`src/rtl/asrv32_trace_monitor.sv`:
```
// Commit-trace capture for asrv32: timestamps register/memory writes into a FWFT trace FIFO
// and raises a sticky halt on end-address or PC-stall detection.
module asrv32_trace_monitor #(
  parameter int unsigned           ADDR_WIDTH  = 32,
  parameter int unsigned           DATA_WIDTH  = 32,
  parameter int unsigned           DEPTH       = 16,
  parameter logic [ADDR_WIDTH-1:0] END_ADDR    = 'h3C,
  parameter int unsigned           STALL_LIMIT = 8
) (
  input  logic                  clk,
  input  logic                  rst,
  input  logic [ADDR_WIDTH-1:0] i_iaddr,
  input  logic                  i_rf_wr,
  input  logic [4:0]            i_rf_addr,
  input  logic [DATA_WIDTH-1:0] i_rf_data,
  input  logic                  i_mem_wr,
  input  logic [ADDR_WIDTH-1:0] i_mem_addr,
  input  logic [DATA_WIDTH-1:0] i_mem_data,
  input  logic [3:0]            i_mem_mask,
  input  logic [1:0]            i_chan_en,
  output logic                  o_trace_valid,
  input  logic                  i_trace_ready,
  output logic                  o_trace_type,
  output logic [ADDR_WIDTH-1:0] o_trace_addr,
  output logic [DATA_WIDTH-1:0] o_trace_data,
  output logic [3:0]            o_trace_mask,
  output logic [31:0]           o_trace_cycle,
  output logic [15:0]           o_drop_count,
  output logic                  o_halt,
  output logic [1:0]            o_halt_cause
);

  localparam int unsigned PW = $clog2(DEPTH);
  localparam int unsigned CW = PW + 1;
  localparam int unsigned SW = $clog2(STALL_LIMIT + 1);

  typedef struct packed {
    logic                  typ;
    logic [ADDR_WIDTH-1:0] addr;
    logic [DATA_WIDTH-1:0] data;
    logic [3:0]            mask;
    logic [31:0]           cycle;
  } entry_t;

  typedef enum logic {StRun, StHalted} state_e;

  state_e                r_state, w_state_next;
  logic [1:0]            r_halt_cause, w_halt_cause_next;
  entry_t                r_mem [DEPTH];
  logic [PW-1:0]         r_wr_ptr, r_rd_ptr, w_mem_ptr;
  logic [CW-1:0]         r_count, w_free, w_count_next;
  logic [31:0]           r_cycle;
  logic [15:0]           r_drop, w_drop_next;
  logic [16:0]           w_drop_sum;
  logic [1:0]            w_drops;
  logic [ADDR_WIDTH-1:0] r_prev_iaddr;
  logic                  r_prev_valid;
  logic [SW-1:0]         r_stall_cnt, w_stall_next;
  logic                  w_halted, w_rf_ev, w_mem_ev, w_valid, w_pop;
  logic                  w_push_rf, w_push_mem, w_same, w_stall_hit, w_end_hit;
  entry_t                w_rf_entry, w_mem_entry, w_head;

  assign w_halted = (r_state == StHalted);
  assign w_rf_ev  = i_rf_wr & i_chan_en[0] & (i_rf_addr != 5'd0) & ~w_halted;
  assign w_mem_ev = i_mem_wr & i_chan_en[1] & ~w_halted;
  assign w_valid  = (r_count != '0);
  assign w_pop    = w_valid & i_trace_ready;

  // A same-cycle pop frees a slot; the register entry claims space before the memory entry.
  assign w_free       = CW'(DEPTH) - r_count + CW'(w_pop);
  assign w_push_rf    = w_rf_ev & (w_free != '0);
  assign w_push_mem   = w_mem_ev & (w_free > CW'(w_push_rf));
  assign w_mem_ptr    = r_wr_ptr + PW'(w_push_rf);
  assign w_count_next = r_count + CW'(w_push_rf) + CW'(w_push_mem) - CW'(w_pop);

  assign w_drops     = {1'b0, w_rf_ev & ~w_push_rf} + {1'b0, w_mem_ev & ~w_push_mem};
  assign w_drop_sum  = {1'b0, r_drop} + 17'(w_drops);
  assign w_drop_next = w_drop_sum[16] ? 16'hFFFF : w_drop_sum[15:0];

  assign w_rf_entry  = '{typ: 1'b0, addr: ADDR_WIDTH'(i_rf_addr), data: i_rf_data,
                         mask: 4'hF, cycle: r_cycle};
  assign w_mem_entry = '{typ: 1'b1, addr: i_mem_addr, data: i_mem_data,
                         mask: i_mem_mask, cycle: r_cycle};

  // The first cycle after reset has no previous PC to compare against.
  assign w_same       = r_prev_valid & (i_iaddr == r_prev_iaddr);
  assign w_stall_next = !w_same ? '0 :
                        (r_stall_cnt == SW'(STALL_LIMIT)) ? r_stall_cnt : r_stall_cnt + 1'b1;
  assign w_stall_hit  = w_same & (w_stall_next == SW'(STALL_LIMIT));
  assign w_end_hit    = (i_iaddr >= END_ADDR);

  always_comb begin
    w_state_next      = r_state;
    w_halt_cause_next = r_halt_cause;
    unique case (r_state)
      StRun: begin
        if (w_end_hit || w_stall_hit) begin
          w_state_next      = StHalted;
          w_halt_cause_next = {w_stall_hit, w_end_hit};
        end
      end
      StHalted: w_state_next = StHalted;
      default:  w_state_next = StRun;
    endcase
  end

  always_ff @(posedge clk) begin
    if (rst) begin
      r_state      <= StRun;
      r_halt_cause <= 2'b00;
      r_wr_ptr     <= '0;
      r_rd_ptr     <= '0;
      r_count      <= '0;
      r_cycle      <= '0;
      r_drop       <= '0;
      r_prev_iaddr <= '0;
      r_prev_valid <= 1'b0;
      r_stall_cnt  <= '0;
    end else begin
      r_state      <= w_state_next;
      r_halt_cause <= w_halt_cause_next;
      r_wr_ptr     <= r_wr_ptr + PW'(w_push_rf) + PW'(w_push_mem);
      r_rd_ptr     <= r_rd_ptr + PW'(w_pop);
      r_count      <= w_count_next;
      r_cycle      <= r_cycle + 32'd1;
      r_drop       <= w_drop_next;
      r_prev_iaddr <= i_iaddr;
      r_prev_valid <= 1'b1;
      r_stall_cnt  <= w_stall_next;
    end
  end

  always_ff @(posedge clk) begin
    if (w_push_rf)  r_mem[r_wr_ptr]  <= w_rf_entry;
    if (w_push_mem) r_mem[w_mem_ptr] <= w_mem_entry;
  end

  assign w_head        = r_mem[r_rd_ptr];
  assign o_trace_valid = w_valid;
  assign o_trace_type  = w_valid ? w_head.typ   : 1'b0;
  assign o_trace_addr  = w_valid ? w_head.addr  : '0;
  assign o_trace_data  = w_valid ? w_head.data  : '0;
  assign o_trace_mask  = w_valid ? w_head.mask  : 4'h0;
  assign o_trace_cycle = w_valid ? w_head.cycle : 32'h0;
  assign o_drop_count  = r_drop;
  assign o_halt        = w_halted;
  assign o_halt_cause  = r_halt_cause;

endmodule

```
`config.mk`:
```
export PLATFORM = sky130hd
export DESIGN_NAME = asrv32_trace_monitor
export DESIGN_NICKNAME = d
export VERILOG_FILES = /design/src/rtl/asrv32_trace_monitor.sv
export SDC_FILE = /design/constraint.sdc
export NUM_CORES = 2
export LEC_CHECK = 0
export CORE_MARGIN = 2
export CORE_UTILIZATION = 65
export DETAILED_ROUTE_END_ITERATION = 7
export PLACE_DENSITY = 0.92
export SYNTH_ARGS = -nofsm -noshare
export SYNTH_HDL_FRONTEND = slang
export SYNTH_SLANG_ARGS = --single-unit
```
`constraint.sdc`:
```
create_clock -name clk -period 13.6 [get_ports clk]
set_clock_uncertainty 0.05 [all_clocks]
set_input_delay 2.72 -clock clk [delete_from_list [all_inputs] [get_ports clk]]
set_output_delay 2.72 -clock clk [all_outputs]
set_load 0.02 [all_outputs]
```
==> metrics.txt <==
reg2reg path depth 17; Worst-path clk slew approximately 0.060 ns; final std cells w/o fill ~7100; I/O pin count between 200 and 300; internal power slightly below 10 mW; most frequent cells in the layout 1600 x edfxtp_1, 838 x and2_1, 505 x mux4_2, 403 x nand2_1, 297 x a22o_1; clock power share 33.4%; Mapped Cells 5433; Synth Flop Type edfxtp_1; Worst path max stage delay 1.06 ns; RSZ-0062 raised after global routing false; most frequent CP cell ha_1; clk buf depth 3; Clk Latency, worst-skew pair 0.82 ns; CP endpoint r_mem[9][92]; Finished Cell Area between 80000 and 90000 um2; antenna-violating nets left 0; htree depth 4; EDFF count, synth 1600; Vias/cell 7.49; Worst path slowest cell xnor2_1; HP Class register to register; Synth Warn # 0; most common cell after layout, fill and taps aside edfxtp_1; Max Cap Violations 0; mapped cell area 80700 um2; R2R Setup Slk 5.64 ns; worst vdd ir 0.000151 V; post-placement cell area 83900 um2; largest net degree at the start of global routing 147; Initial Util 65.4%; Root Driver clkbuf_16; upper clock frequency limit 0.106 GHz; Power Dens Cells 150 nW/um2; layout cells sized above 1 16.0%; Total Routed Length approximately 230000 um; Worst R2R End r_mem[9][92]; first-pass GRT wire length between 300000 and 400000 um; count of final hold-check violations 0; final-report max-slew violation count 0; # clock sinks roughly 1700; die area between 100000 and 150000 um2; cell total after placement 6797; violated checks design-rule violations; Remaining DRCs 31; Critical Path End Type register; GR Overflow Total 0; Placeable Area 123000 um2; Syn-to-layout area delta 10.4%; RD Place Congestion ~0.87; sequential element share of the synthesized area 62.4%; Num CTS Buffers approximately 170; library cells used by synthesis 64; Pleak a little under 30 nW; Pre-Repair DR Iteration Count 8; vias in the first global route between 50000 and 60000; Flop pwr share 44.1%; final worst path period share between 60% and 70%; FF+latch count, synth 1717; setup TNS 0 ns; Startpoint Class input port; CTS tree done; Tmin final 9.46 ns; syn_nets 5598; Synth Area per Inst 14.9 um2; Switching Fraction a little over a quarter; combinational power share ~23%; die width 356 um; WHS about 0.42 ns; status finished with violations; Worst setup startpoint i_trace_ready; Setup violations, final 0; cts hold-fix bufs 0; crit path max fanout 76; Post-CTS Setup Inserts 0; I/O Buffers roughly 260; initial antenna violation count 23; Post-synth ARST share 0%; total number of vias 53300; num rows around 130; die height 356 um; Reg2Reg Launch Point r_count[3]; hpwl dp 119000 um; P_sw 3.68 mW; Worst-Margin Slew 1.32 ns; Final #Nets 5495; Slew HR 11.8%; number of DRC markers in iteration 0 9957; data arrival time of the worst path 9.82 ns; crit-path cells clkdlybuf4s50_1 -> nand2_1 -> ha_1 -> inv_1 -> ha_1 -> nor2b_1 -> a22oi_1 -> o41ai_2 -> inv_2 -> ha_1 -> ha_1 -> xnor2_1 -> nand4_1 -> nand2_4 -> buf_4; GRT Overall Usage between 30% and 40%; worst setup path class input port to register; wire per inst 32.8 um; worst path required time 13.97 ns; Post-CTS Resized 0
stage by stage:
stage | setup slack (ns) | utilization [%] | total power [mW]
2_1_floorplan | 4.18 | - | 7.93
3_5_place_dp | 4.00 | 68.0 | 8.93
4_1_cts | 4.58 | 72.1 | 13.3
3_3_place_gp | 4.29 | 68.0 | 8.87
5_1_grt | 4.15 | 72.1 | 13.7
6_report | 4.14 | 72.1 | 13.4
synthesized netlist by cell type (all sizes together), types with 3 or more instances:
library cell	number	area share [%]
xnor2	45	0.49
nor2	84	0.41
o211ai	3	0.028
xor2	31	0.35
nor4	18	0.29
nand4	24	0.19
a21o	10	0.093
a21boi	41	0.38
clkbuf	423	2.0
nand2b	13	0.10
or4	3	0.028
and3	16	0.12
nand3	28	0.17
a22o	297	3.2
inv	39	0.18
o21ai	17	0.11
or3	10	0.078
nand2	409	1.9
and2	838	6.5
edfxtp	1600	60
a31oi	7	0.085
ha	19	0.29
dfxtp	117	2.9
a21oi	69	0.44
o31ai	296	2.8
or2	5	0.039
a41o	3	0.037
mux4	505	14
buf	194	1.0
nor3	12	0.10
nor2b	224	1.7
worst max-delay path: cells and delay by family:
| kind | cells | cell delay [ns] |
|---|---|---|
| AND/OR/NAND/NOR | 4 | 1.77 |
| buffers and inverters | 4 | 1.98 |
| AO/OA/AOI/OAI | 2 | 0.88 |
| XOR/XNOR | 1 | 1.06 |
| adder cells (fa/ha/maj) | 4 | 1.07 |
area by class of cell:
| class | instances | area, um2 |
|---|---|---|
| Timing Repair Buffer | 344 | 3270 |
| Fill cell | 6606 | 34400 |
| Multi-Input combinational cell | 3059 | 28000 |
| Clock buffer | 223 | 4530 |
| Clock inverter | 86 | 591 |
| Sequential cell | 1717 | 50400 |
| Antenna cell | 10 | 25.0 |
| Inverter | 40 | 180 |
| Tap cell | 1637 | 2050 |
how the worst min path moves through the flow:
| stage | from | to | slack (ns) | cells past startpoint |
|---|---|---|---|---|
| 5_1_grt | r_mem[8][100] | r_mem[8][100] | 0.42 | 1 |
| 4_1_cts | r_mem[8][100] | r_mem[8][100] | 0.41 | 1 |
| 2_1_floorplan | r_mem[11][100] | r_mem[11][100] | 0.37 | 2 |
| 3_5_place_dp | r_mem[10][100] | r_mem[10][100] | 0.39 | 1 |
| 6_report | r_mem[8][100] | r_mem[8][100] | 0.42 | 1 |
| 3_3_place_gp | r_mem[7][100] | r_mem[7][100] | 0.38 | 1 |
per-layer routing:
layer  vias up  wire length [um]  share of wire, %  GRT usage (%)
li1      20400                 -                 -              -
met1     25700             71000                30           44.9
met2      5687            109000                47           57.2
met3      1360             36700                16           12.8
met4        28             16100               6.9           21.7
met5         -               277              0.12          0.704
power by group through the flow:
stage	clock (mW)	combinational (mW)	sequential [mW]
finish	4.46	3.01	5.89
global placement	0	2.88	5.99
floorplan	0	1.99	5.94
CTS	4.45	2.98	5.89
global route	4.63	3.13	5.90
detailed placement	0	2.93	6.00
sequential cells by signal, summed over array words and instances, names as in the netlist, 2 cells and up:
signal        flops
o_drop_count     16
o_halt_cause      2
r_count           5
r_cycle          32
r_mem          1616
r_prev_iaddr     32
r_rd_ptr          4
r_stall_cnt       4
r_wr_ptr          4
cells by family after synthesis:
kind of cell    after synthesis  share of synthesized area, %
buf+inv                     657                          3.16
compound gates              762                          7.35
xor+xnor                     76                         0.834
fa+ha+maj                    21                         0.344
flops                      1717                          62.4
simple gates               1693                          11.8
mux                         507                          14.1
Note: power is estimated with default switching activity, not from simulation.
